[src/rtl/isa_pkg.sv]
// ISA constants shared by the instruction encoder and the control decoder.
package isa_pkg;

  localparam logic [5:0] OP_RTYPE = 6'b000100;
  localparam logic [5:0] OP_LW    = 6'b000101;
  localparam logic [5:0] OP_SW    = 6'b000110;
  localparam logic [4:0] SHAMT_R  = 5'd10;

  localparam logic [5:0] FUNCT_ADD = 6'd32;
  localparam logic [5:0] FUNCT_SUB = 6'd34;
  localparam logic [5:0] FUNCT_AND = 6'd36;
  localparam logic [5:0] FUNCT_OR  = 6'd37;
  localparam logic [5:0] FUNCT_MUL = 6'd50;

  typedef enum logic [2:0] {
    SEL_ADD = 3'd0,
    SEL_SUB = 3'd1,
    SEL_AND = 3'd2,
    SEL_OR  = 3'd3,
    SEL_MUL = 3'd4,
    SEL_LW  = 3'd5,
    SEL_SW  = 3'd6,
    SEL_ILL = 3'd7
  } op_e;

  // Build one instruction word; the SEL_ILL result is never stored.
  function automatic logic [31:0] encode(input op_e op, input logic [4:0] rs,
                                         input logic [4:0] rt, input logic [4:0] rd,
                                         input logic [15:0] imm);
    logic [31:0] w;
    w = '0;
    case (op)
      SEL_ADD: w = {OP_RTYPE, rs, rt, rd, SHAMT_R, FUNCT_ADD};
      SEL_SUB: w = {OP_RTYPE, rs, rt, rd, SHAMT_R, FUNCT_SUB};
      SEL_AND: w = {OP_RTYPE, rs, rt, rd, SHAMT_R, FUNCT_AND};
      SEL_OR:  w = {OP_RTYPE, rs, rt, rd, SHAMT_R, FUNCT_OR};
      SEL_MUL: w = {OP_RTYPE, rs, rt, rd, SHAMT_R, FUNCT_MUL};
      SEL_LW:  w = {OP_LW, rs, rt, imm};
      SEL_SW:  w = {OP_SW, rs, rt, imm};
      default: w = '0;
    endcase
    return w;
  endfunction

endpackage

[src/rtl/instr_fifo.sv]
// Synchronous FIFO; head is presented combinationally, zero when empty.
module instr_fifo #(
  parameter int DEPTH = 4,
  parameter int W     = 32,
  localparam int AW   = $clog2(DEPTH)
) (
  input  logic          clk,
  input  logic          rst,
  input  logic          push_i,
  input  logic          pop_i,
  input  logic [W-1:0]  wdata_i,
  output logic [W-1:0]  rdata_o,
  output logic [AW:0]   count_o,
  output logic          full_o,
  output logic          empty_o
);

  logic [W-1:0]  mem_q [DEPTH];
  logic [AW-1:0] wr_ptr_q, rd_ptr_q;
  logic [AW:0]   count_q, count_d;
  logic          do_push, do_pop;

  assign full_o  = (count_q == (AW+1)'(DEPTH));
  assign empty_o = (count_q == '0);
  assign do_push = push_i && !full_o;
  assign do_pop  = pop_i && !empty_o;

  always_comb begin
    count_d = count_q;
    if (do_push && !do_pop) count_d = count_q + 1'b1;
    else if (!do_push && do_pop) count_d = count_q - 1'b1;
  end

  always_ff @(posedge clk) begin
    if (rst) begin
      wr_ptr_q <= '0;
      rd_ptr_q <= '0;
      count_q  <= '0;
    end else begin
      if (do_push) wr_ptr_q <= wr_ptr_q + 1'b1;
      if (do_pop)  rd_ptr_q <= rd_ptr_q + 1'b1;
      count_q <= count_d;
    end
  end

  // Storage needs no reset: entries are only visible while counted.
  always_ff @(posedge clk) begin
    if (do_push) mem_q[wr_ptr_q] <= wdata_i;
  end

  assign rdata_o = empty_o ? '0 : mem_q[rd_ptr_q];
  assign count_o = count_q;

endmodule

[src/rtl/instr_encoder.sv]
// Encodes symbolic instruction requests into 32-bit words and buffers them
// for a valid/ready consumer; illegal ops are dropped with an err pulse.
module instr_encoder
  import isa_pkg::*;
#(
  parameter int DEPTH = 4,
  parameter int CNT_W = 16
) (
  input  logic             clk,
  input  logic             rst,
  input  logic             in_valid,
  output logic             in_ready,
  input  logic [2:0]       in_op,
  input  logic [4:0]       in_rs,
  input  logic [4:0]       in_rt,
  input  logic [4:0]       in_rd,
  input  logic [15:0]      in_imm,
  output logic             out_valid,
  input  logic             out_ready,
  output logic [31:0]      out_instr,
  output logic             err,
  output logic [CNT_W-1:0] issued
);

  localparam int AW = $clog2(DEPTH);

  // Handshake: a transfer happens on a rising edge where valid && ready;
  // in_ready reflects occupancy only, never out_ready.
  op_e              op;
  logic [31:0]      word;
  logic             accept, push, pop, full, empty;
  logic [AW:0]      count;
  logic             err_q, err_d;
  logic [CNT_W-1:0] issued_q, issued_d;

  assign op     = op_e'(in_op);
  assign word   = encode(op, in_rs, in_rt, in_rd, in_imm);
  assign accept = in_valid && in_ready;
  assign push   = accept && (op != SEL_ILL);
  assign pop    = out_valid && out_ready;

  instr_fifo #(.DEPTH(DEPTH), .W(32)) u_fifo (
    .clk     (clk),
    .rst     (rst),
    .push_i  (push),
    .pop_i   (pop),
    .wdata_i (word),
    .rdata_o (out_instr),
    .count_o (count),
    .full_o  (full),
    .empty_o (empty)
  );

  assign in_ready  = !full;
  assign out_valid = !empty;

  always_comb begin
    err_d    = accept && (op == SEL_ILL);
    issued_d = issued_q + (pop ? CNT_W'(1) : CNT_W'(0));
  end

  always_ff @(posedge clk) begin
    if (rst) begin
      err_q    <= 1'b0;
      issued_q <= '0;
    end else begin
      err_q    <= err_d;
      issued_q <= issued_d;
    end
  end

  assign err    = err_q;
  assign issued = issued_q;

endmodule

[config.mk]
export PLATFORM = sky130hd
export DESIGN_NAME = instr_encoder
export DESIGN_NICKNAME = d
export VERILOG_FILES = /design/src/rtl/isa_pkg.sv /design/src/rtl/instr_fifo.sv /design/src/rtl/instr_encoder.sv
export SDC_FILE = /design/constraint.sdc
export NUM_CORES = 1
export LEC_CHECK = 0
export CORE_ASPECT_RATIO = 1.2
export CORE_MARGIN = 1.5
export CORE_UTILIZATION = 30
export CTS_CLUSTER_SIZE = 28
export DETAILED_ROUTE_END_ITERATION = 16
export PLACE_DENSITY = 0.5
export SYNTH_ARGS = -nofsm -noshare
export SYNTH_HDL_FRONTEND = slang
export SYNTH_HIERARCHICAL = 1
export SYNTH_SLANG_ARGS = --single-unit
[constraint.sdc]
create_clock -name clk -period 2.55 [get_ports clk]
set_input_delay 0.51 -clock clk [delete_from_list [all_inputs] [get_ports clk]]
set_output_delay 0.51 -clock clk [all_outputs]
set_load 0.02 [all_outputs]
# After elaboration in Yosys (flattened, before gate mapping)
# Memory sizes are Yosys's and may differ from the RTL's. A register that Yosys moved wholly into a read port is not among the register bits.
# Index checks and enable logic that the tools add are counted.
[classes]
addsub = 5
eq_ne = 9
muxes = 9
reduce_logical = 15
[op_table]
columns = ["operator", "count"]
rows = [
  ["$pmux 29 s7", 1],
  ["$mux 32", 1],
  ["$add 16x1->16", 1],
  ["$eq 3x3->1 const B", 5],
  ["$logic_and 1x1->1", 8],
  ["$eq 3x2->1 const B", 2],
  ["$logic_not 3->1", 2],
  ["$mux 3", 2],
  ["$add 2x1->2 const B", 2],
  ["$logic_not 1->1", 4],
  ["$mux 2", 2],
  ["$add 3x1->3 const B", 1],
  ["$eq 3x1->1 const B", 1],
  ["$mux 1", 3],
  ["$ne 3x3->1 const B", 1],
  ["$sub 3x1->3 const B", 1],
  ["$reduce_bool 2->1", 1],
]
[totals]
ff_bits = 24
ram_bits = 116
inputBits = 38
out_inout_bits = 51
word_cells = 44
n_memories = 1
[memory_table]
columns = ["name", "depth", "word_bits", "read_ports", "rd_ports_with_merged_regs", "write_ports", "line", "text"]
rows = [
  ["u_fifo.mem_q", 4, 29, 1, 1, 1, "instr_fifo.sv:18", "logic [W-1:0] mem_q [DEPTH];"],
]

# Logic depth before layout (Yosys ltp)
# Gate-level depths: netlist of run 1.
[depth]
word_depth = 9
depth_mapped = 11
mapped_depth_nobuf = 11

# Modules after synthesis
# The synthesis of run 1 kept the hierarchy.
[modules_own_cells]
columns = ["mod", "n_inst", "cells_per_inst", "area_per_inst_um2", "seq_area_each_um2"]
rows = [
  ["instr_fifo", 1, 251, 5302.6, 4023.9],
  ["instr_encoder", 1, 162, 1198.6, 340.3],
]

# Least setup slack after synthesis of run 1
# OpenSTA, ideal clock, no wires.
[synth_timing]
path_kind = "reg2reg"
startpoint = "register u_fifo.count_q[1], in the netlist u_fifo/count_o[1]"
endpoint = "register u_fifo.count_q[2], in the netlist u_fifo/count_o[2]"
setup_time_ps = 70
arrival_ps = 2472
t_required_ps = 2480
slack_ps = 8
path_stages_with_launch = 11
n_path_buf = 1
synth_period_minus_slack_ps = 2542
path_cell_list = "dfxtp_1 -> nor3_2 -> clkbuf_1 -> nor2b_1 -> o31ai_1 -> ha_1 -> inv_1 -> fa_1 -> xor2_1 -> or3_1 -> a21oi_1"
[synth_between]
word_cells_on_any_way = 18
cone_classes = "2 x add/sub; 1 x eq/ne; 2 x mux; 13 x reduce/logical"
[synth_lines]
columns = ["item", "line", "text"]
rows = [
  ["start, declared", "instr_fifo.sv:20", "logic [AW:0] count_q, count_d;"],
  ["start signal, assigned", "instr_fifo.sv:42", "count_q <= count_d;"],
  ["$logic_not 3->1 *", "instr_fifo.sv:24", "assign empty_o = (count_q == '0);"],
  ["net empty", "instr_encoder.sv:31", "logic accept, push, pop, full, empty;"],
  ["$logic_not 1->1 *", "instr_encoder.sv:55", "assign out_valid = !empty;"],
  ["$logic_and 1x1->1 *", "instr_encoder.sv:40", "assign pop = out_valid && out_ready;"],
  ["net pop", "instr_encoder.sv:31", ""],
  ["$logic_and 1x1->1 *", "instr_fifo.sv:26", "assign do_pop = pop_i && !empty_o;"],
  ["$logic_not 1->1", "instr_fifo.sv:30", "if (do_push && !do_pop) count_d = count_q + 1'b1;"],
  ["$logic_and 1x1->1", "instr_fifo.sv:30", ""],
  ["$mux 3 or $reduce_bool 2->1 (tied branches)", "n/a", ""],
]
# The timed path passes the listed nets; every way through them passes the cells marked *. The select of a mux whose other input is x is not followed.
# A chain may end at the register's enable or synchronous reset.

==> impl_metrics.sql, run 1 <==
INSERT INTO impl_metrics (metric_group, metric, value, unit) VALUES
('run_status', 'outcome', 'finished clean', ''),
('sta', 'max_clock_freq', '402.9', 'MHz'),
('place', 'postPlaceCellArea', '7935', 'µm²'),
('sta', 'layout_worst_path_cycle_share', '97.33', '%'),
('place', 'hpwl', '8.457', 'mm'),
('cts', 'cts_htree_levels', '4', ''),
('layout', 'n_fill_cell', '1947', ''),
('pwr', 'leakagePower', '2.951', 'nW'),
('cts', 'tritoncts', 'built', ''),
('setup_path', 'worstPathBufferInverterCount', '4', ''),
('grt', 'antenna_found_initial', '0', ''),
('pwr', 'power_per_cell_area', '961.3', 'nW/µm²'),
('layout', 'final_area', '8573', 'µm²'),
('setup_path', 'path_delay_family', 'buffers and inverters', ''),
('grt', 'grt_first_pass_wirelength', '21.55', 'mm'),
('setup_path', 'setup.worst_path.start_class', 'flop', ''),
('cts', 'clk_root_buffer_cell', 'sky130_fd_sc_hd__clkbuf_16', ''),
('sta', 'report.final.setup_viol', '0', ''),
('setup_path', 'worst-endpoint-required', '2.04', 'ns'),
('route', 'avgRoutedWirePerCell', '16.88', 'µm'),
('pwr', 'netSwitchingFraction', '31.09', '%'),
('pwr', 'power_frac_seq', '37.9', '%'),
('grt', 'first_global_vias', '3965', ''),
('grt', 'track_usage', '13.08', '%'),
('layout', 'ff_latch_area', '4372', 'µm²'),
('route', 'antenna_violating_nets_post_route', '0', ''),
('setup_path', 'critical_setup_path_kind', 'flop to output port', ''),
('route', 'routed_wl', '13.93', 'mm'),
('sta', 'slew-limit-headroom', '47.51', '%'),
('layout', 'final_cell_count_no_fill', '825', ''),
('synth', 'synth-warning-count', '6', ''),
('sta', 'timing_max_transition_violations_final', '0', ''),
('synth', 'post_synth.cell_area_avg', '15.74', 'µm²'),
('pwr', 'worst_ir_drop_vdd', '602.9', 'µV'),
('layout', 'drive_gt1_share', '21.44', '%'),
('place', 'port-buffer-count', '88', ''),
('layout', 'num_antenna_cells', '0', ''),
('layout', 'layout_commonest_cell', 'sky130_fd_sc_hd__edfxtp_1', ''),
('cts', 'max-clock-path-buffers', '2', ''),
('pwr', 'power_switching', '2.562', 'mW'),
('sta', 'rsz0062_at_grt', 'yes', ''),
('sta', 'fin_skew', '0.01101', 'ns'),
('setup_path', 'crit_cells', '6', ''),
('place', 'numPlacedInstances', '787', ''),
('floorplan', 'floorplan.core_area', '21120', 'µm²'),
('floorplan', 'initial_core_util', '30.79', '%'),
('hold_path', 'worstHoldPathType', 'flop to flop', ''),
('setup_path', 'worstReg2RegStart', 'u_fifo/count_o[2]', ''),
('setup_path', 'cpPeakStageDelay', '0.50', 'ns'),
('setup_path', 'worst_setup_path_end_kind', 'output port', ''),
('route', 'first_iter_violations', '168', ''),
('setup_path', 'ff2ff_path_depth', '11', ''),
('route', 'vias_per_cell', '4.665', ''),
('floorplan', 'boundaryPins', '89', ''),
('cts', 'clock_insertion_delay_at_the_later_pin_of_the_skew_report', '0.42', 'ns'),
('sta', 'finalCriticalPeriod', '2.482', 'ns'),
('pwr', 'cell_internal_power_dissipation', '5.679', 'mW'),
('route', 'detail_route.first_pass.iterations', '4', ''),
('layout', 'footprint_of_the_multi_input_gates', '2028', 'µm²'),
('setup_path', 'slowest_stage', 'sky130_fd_sc_hd__mux4_2', ''),
('synth', 'yosysSeqAreaShare', '67.13', '%'),
('floorplan', 'row_count', '58', ''),
('grt', 'pin_count_of_the_biggest_net_entering_global_routing', '36', ''),
('setup_path', 'crit_chain', 'buf_12 -> buf_12 -> buf_8 -> mux4_2 -> nor2b_1 -> buf_4', ''),
('grt', 'globalRoute.totalOverflow', '0', ''),
('floorplan', 'die_w', '137.4', 'µm'),
('synth', 'syn_inst', '413', ''),
('hold_path', 'timing.hold.worst.start', 'u_fifo/rd_ptr_q[1]', ''),
('synth', 'postSynthRegisterBits', '154', ''),
('floorplan', 'die_height', '164.3', 'µm'),
('synth', 'synth.lib_cells_used.distinct', '41', '');
==> synthesized netlist by cell type (all sizes together) <==
cell	n	share of area, %
edfxtp	128	59
nor2b	43	4.1
mux4	32	11
dfxtp	26	8.0
nand2	19	1.1
and2	18	1.7
inv	14	0.81
nor2	14	0.81
a21oi	13	1.0
buf	11	1.2
clkbuf	8	0.46
o21ai	8	0.62
ha	7	1.3
nand3	7	0.54
o31ai	6	0.69
or3	6	0.58
a31oi	5	0.48
nand2b	5	0.48
o221ai	5	0.67
or4	5	0.58
xor2	5	0.67
maj3	4	0.62
nand4	4	0.48
mux2	3	0.52
mux2i	3	0.46
nor4	3	0.29
a22o	1	0.13
and3	1	0.096
clkinv	1	0.058
conb	1	0.058
fa	1	0.31
nand3b	1	0.12
nor3	1	0.15
nor3b	1	0.19
nor4b	1	0.13
o2bb2ai	1	0.13
xnor2	1	0.13
==> area by class of cell <==
cell class / count / share of cell area, %
well taps: 270 / 3.940
inverters: 15 / 0.6567
repair buffers: 118 / 13.67
clock buffers: 17 / 4.962
clock inverters: 15 / 2.116
flip-flops and latches: 154 / 50.99
multi-input cells: 236 / 23.66
==> routing by layer <==
layer  part of all wire (%)  track usage (%)  wire [µm]  up-vias
met5                      0                0          0        -
met4                    1.0            4.450        140        0
met3                    6.3            4.074        882       10
met2                     50            22.14       7022       96
met1                     42            15.68       5885     1919
li1                       -                -          -     1824
==> tightest hold or removal path, stage by stage (launching register included) <==
cell and delay [ns]:
sky130_fd_sc_hd__dfxtp_1 0.31, sky130_fd_sc_hd__o21ai_0 0.07, sky130_fd_sc_hd__a21oi_1 0.07
==> power groups by stage <==
stage / registers [mW] / logic, mW / clock network, mW
floorplan: 3.15 / 1.51 / 0
detailed placement: 3.17 / 2.75 / 0
global placement: 3.16 / 2.73 / 0
global route: 3.15 / 2.80 / 2.71
CTS: 3.12 / 2.64 / 2.61
finish: 3.12 / 2.58 / 2.54
==> cells by family after synthesis <==
group,count (synthesis),share of synthesized area [%]
other cells,1,0.05768
simple gates,129,11.41
xor+xnor,6,0.8083
buf+inv,34,2.521
mux,38,12.07
fa+ha+maj,12,2.271
flops,154,67.13
compound gates,39,3.734
==> sequential cells by signal (all words and copies together), names as in the netlist, named ones only <==
name,cells
u_fifo/count_o,3
u_fifo/wr_ptr_q,2
u_fifo/mem_q,128
u_fifo/rd_ptr_q,2
issued,16
err,1
==> stage by stage <==
step / setup slack, ns / power, mW / setup TNS [ns] / util, %
2_1_floorplan: 0.007745 / 4.666 / 0 / -
3_3_place_gp: -0.2083 / 5.892 / -0.2190 / 37.58
3_5_place_dp: -0.3302 / 5.927 / -0.4846 / 37.58
4_1_cts: 0.01258 / 8.382 / 0 / 40.62
5_1_grt: -0.02233 / 8.657 / -0.05823 / 40.60
6_report: 0.06801 / 8.241 / 0 / 40.60
==> final timing paths <==
check | endpoint | slack (ns)
setup reg to reg | u_fifo/count_o[2] | 0.20
hold / removal | flop | 0.49
setup / recovery | out_instr[28] | 0.07
hold reg to reg | flop | 0.49
==> what timing repair did <==
action,CTS,global route
gates resized for setup,60,15
buffers inserted,6,0
endpoints found under the setup margin,32,15
No activity file was read; power rests on OpenSTA's default activity.
==> inputs of run 2 (changes only) <==
--- a/config.mk
+++ b/config.mk
@@ -11,6 +11,7 @@
 export CTS_CLUSTER_SIZE = 28
 export DETAILED_ROUTE_END_ITERATION = 16
 export PLACE_DENSITY = 0.5
+export RECOVER_POWER = 100
 export SYNTH_ARGS = -nofsm -noshare
 export SYNTH_HDL_FRONTEND = slang
 export SYNTH_HIERARCHICAL = 1
==> impl_metrics.sql, run 2 (same netlist as run 1, synthesis figures left out) <==
INSERT INTO impl_metrics (metric_group, metric, value, unit) VALUES
('setup_path', 'critical_setup_path_kind', 'flop to output port', ''),
('flow_run', 'max_cap_violations', '0', ''),
('grt', 'grt_first_pass_wirelength', '21.55', 'mm'),
('layout', 'final_cell_count_no_fill', '825', ''),
('route', 'routed_wl', '13.93', 'mm'),
('place', 'port-buffer-count', '88', ''),
('sta', 'fin_skew', '0.01103', 'ns'),
('cts', 'cts_hold_buf', '0', ''),
('pwr', 'post-layout-total-power', '8.235', 'mW'),
('setup_path', 'crit_chain', 'buf_12 -> buf_12 -> buf_8 -> mux4_2 -> nor2b_1 -> buf_4', ''),
('floorplan', 'design.die.area', '22570', 'µm²'),
('layout', 'layout.nets', '588', ''),
('cts', 'clkTransAtPathRegs', '0.06', 'ns'),
('layout', 'layout_common_cells', '128 x sky130_fd_sc_hd__edfxtp_1, 55 x sky130_fd_sc_hd__clkdlybuf4s50_1, 43 x sky130_fd_sc_hd__nor2b_1', ''),
('layout', 'drive_gt1_share', '21.08', '%'),
('pwr', 'netSwitchingFraction', '31.07', '%'),
('floorplan', 'die_height', '164.3', 'µm'),
('floorplan', 'floorplan.core_area', '21120', 'µm²'),
('layout', 'number_of_flip_flops_under_the_largest_register_name', '128', ''),
('place', 'globalplace.congestion', '0.7442', ''),
('setup_path', 'worstPathBufferInverterCount', '4', ''),
('route', 'antenna_violating_nets_post_route', '0', ''),
('sta', 'slew-limit-headroom', '33.59', '%'),
('sta', 'rsz0062_at_grt', 'yes', ''),
('layout', 'layout_commonest_cell', 'sky130_fd_sc_hd__edfxtp_1', ''),
('pwr', 'p_comb_share', '31.3', '%'),
('layout', 'n_fill_cell', '1951', ''),
('floorplan', 'row_count', '58', ''),
('route', 'avgRoutedWirePerCell', '16.89', 'µm'),
('floorplan', 'boundaryPins', '89', ''),
('setup_path', 'cpPeakStageDelay', '0.51', 'ns'),
('cts', 'clk_root_buffer_cell', 'sky130_fd_sc_hd__clkbuf_16', ''),
('cts', 'max-clock-path-buffers', '2', ''),
('route', 'detailroute.via_count', '3837', ''),
('floorplan', 'initial_core_util', '30.79', '%'),
('grt', 'track_usage', '13.08', '%'),
('sta', 'timing_worst_slew_pin_value', '0.9961', 'ns'),
('cts', 'cts_htree_levels', '4', ''),
('pwr', 'worst_ir_drop_vdd', '601.9', 'µV'),
('setup_path', 'slowest_stage', 'sky130_fd_sc_hd__mux4_2', ''),
('floorplan', 'die_w', '137.4', 'µm'),
('setup_path', 'worst-endpoint-required', '2.04', 'ns'),
('sta', 'report.final.setup_viol', '0', ''),
('sta', 'layout_worst_path_cycle_share', '97.50', '%'),
('grt', 'first_global_vias', '3965', ''),
('sta', 'finalCriticalPeriod', '2.486', 'ns'),
('layout', 'num_antenna_cells', '0', ''),
('place', 'numPlacedInstances', '787', ''),
('pwr', 'power_per_cell_area', '961.4', 'nW/µm²'),
('sta', 'timing_max_transition_violations_final', '0', ''),
('grt', 'antenna_found_initial', '0', ''),
('cts', 'clock_sinks', '154', ''),
('setup_path', 'setup.worst_path.start_class', 'flop', ''),
('cts', 'clock_insertion_delay_at_the_later_pin_of_the_skew_report', '0.42', 'ns'),
('grt', 'globalRoute.totalOverflow', '0', ''),
('pwr', 'share_clk_of_total_power', '30.8', '%'),
('pwr', 'power_frac_seq', '37.9', '%'),
('grt', 'pin_count_of_the_biggest_net_entering_global_routing', '36', ''),
('cts', 'tritoncts', 'built', ''),
('route', 'first_iter_violations', '151', ''),
('pwr', 'cell_internal_power_dissipation', '5.677', 'mW'),
('hold_path', 'worstHoldPathType', 'flop to flop', ''),
('setup_path', 'critical_path_peak_fanout', '7', ''),
('route', 'remaining_drc_errors', '0', ''),
('layout', 'register_bank_with_the_most_flops', 'u_fifo/mem_q', ''),
('setup_path', 'worst_setup_path_end_kind', 'output port', ''),
('route', 'vias_per_cell', '4.651', ''),
('pwr', 'leakagePower', '2.939', 'nW'),
('route', 'detail_route.first_pass.iterations', '4', ''),
('pwr', 'power_switching', '2.558', 'mW'),
('sta', 'hold_violations', '0', ''),
('place', 'hpwl', '8.457', 'mm'),
('layout', 'area_growth', '31.76', '%'),
('sta', 'max_clock_freq', '402.2', 'MHz'),
('setup_path', 'path_delay_family', 'buffers and inverters', ''),
('cts', 'cts-buffers-inserted', '17', ''),
('run_status', 'outcome', 'finished clean', ''),
('setup_path', 'cp.arrival', '1.98', 'ns'),
('setup_path', 'cp_common_cell', 'sky130_fd_sc_hd__buf_12', '');
-- run 2: changes by cell type in the layout (fill, tap and decap cells not counted), sizes merged --
cell           delta
clkbuf            +2
buf               -2
dlygate4sd3       +1
clkdlybuf4s50     -1
-- run 2: power groups by stage --
stage / logic, mW / clock network, mW / registers (mW)
finish: 2.57 / 2.54 / 3.12
global route: 2.80 / 2.71 / 3.15
CTS: 2.64 / 2.61 / 3.12
detailed placement: 2.75 / 0 / 3.17
global placement: 2.73 / 0 / 3.16
floorplan: 1.51 / 0 / 3.15
-- run 2: path summary, 6_finish.rpt --
kind / cells after the start / end / startpoint / slack (ns)
hold reg to reg: 2 / flop / u_fifo/rd_ptr_q[1] / 0.49
hold / removal: 2 / flop / u_fifo/rd_ptr_q[1] / 0.49
setup reg to reg: 11 / u_fifo/count_o[2] / u_fifo/count_o[2] / 0.20
setup / recovery: 6 / out_instr[28] / flop / 0.06
-- run 2: through the flow --
stage               worst slack (ns)  hold slack (ns)  TNS [ns]  cell area, µm²  util (%)
finish                       0.06375           0.4908         0            8566     40.56
global placement             -0.2083           0.4579   -0.2190            7935     37.58
detailed placement           -0.3302           0.4740   -0.4846            7935     37.58
floorplan                   0.007745           0.4591         0            6543         -
CTS                          0.01258           0.4872         0            8577     40.62
global route                -0.02233           0.5324  -0.05822            8566     40.56
-- run 2: worst reg2reg max path: stages (launching register included) --
cell,delay (ns)
sky130_fd_sc_hd__dfxtp_1,0.36
sky130_fd_sc_hd__nor3b_2,0.21
sky130_fd_sc_hd__inv_1,0.09
sky130_fd_sc_hd__and3_1,0.15
sky130_fd_sc_hd__inv_1,0.06
sky130_fd_sc_hd__nor2_2,0.14
sky130_fd_sc_hd__ha_1,0.19
sky130_fd_sc_hd__inv_1,0.05
sky130_fd_sc_hd__fa_1,0.38
sky130_fd_sc_hd__xor2_1,0.18
sky130_fd_sc_hd__or3_1,0.33
sky130_fd_sc_hd__a21oi_1,0.14
-- run 2: timing repair --
action | CTS | global route
setup buffers | 6 | 0
endpoints found under the hold margin | 0 | 0
endpoints found under the setup margin | 32 | 15
gates resized for setup | 60 | 15
-- run 2: per-layer routing --
| layer | vias up | GRT usage (%) | wire length, µm |
|---|---|---|---|
| met4 | 0 | 4.450 | 140 |
| met5 | - | 0 | 0 |
| met2 | 81 | 22.14 | 7069 |
| met3 | 10 | 4.074 | 727 |
| li1 | 1825 | - | - |
| met1 | 1921 | 15.68 | 5994 |
-- run 2: layout make-up --
class	count	area, µm²	area share, %
Clock buffer	17	425.4	4.966
Multi-Input combinational cell	236	2028	23.68
Inverter	15	56.30	0.6573
Sequential cell	154	4372	51.04
Clock inverter	15	181.4	2.118
Timing Repair Buffer	118	1165	13.60
Tap cell	270	337.8	3.944
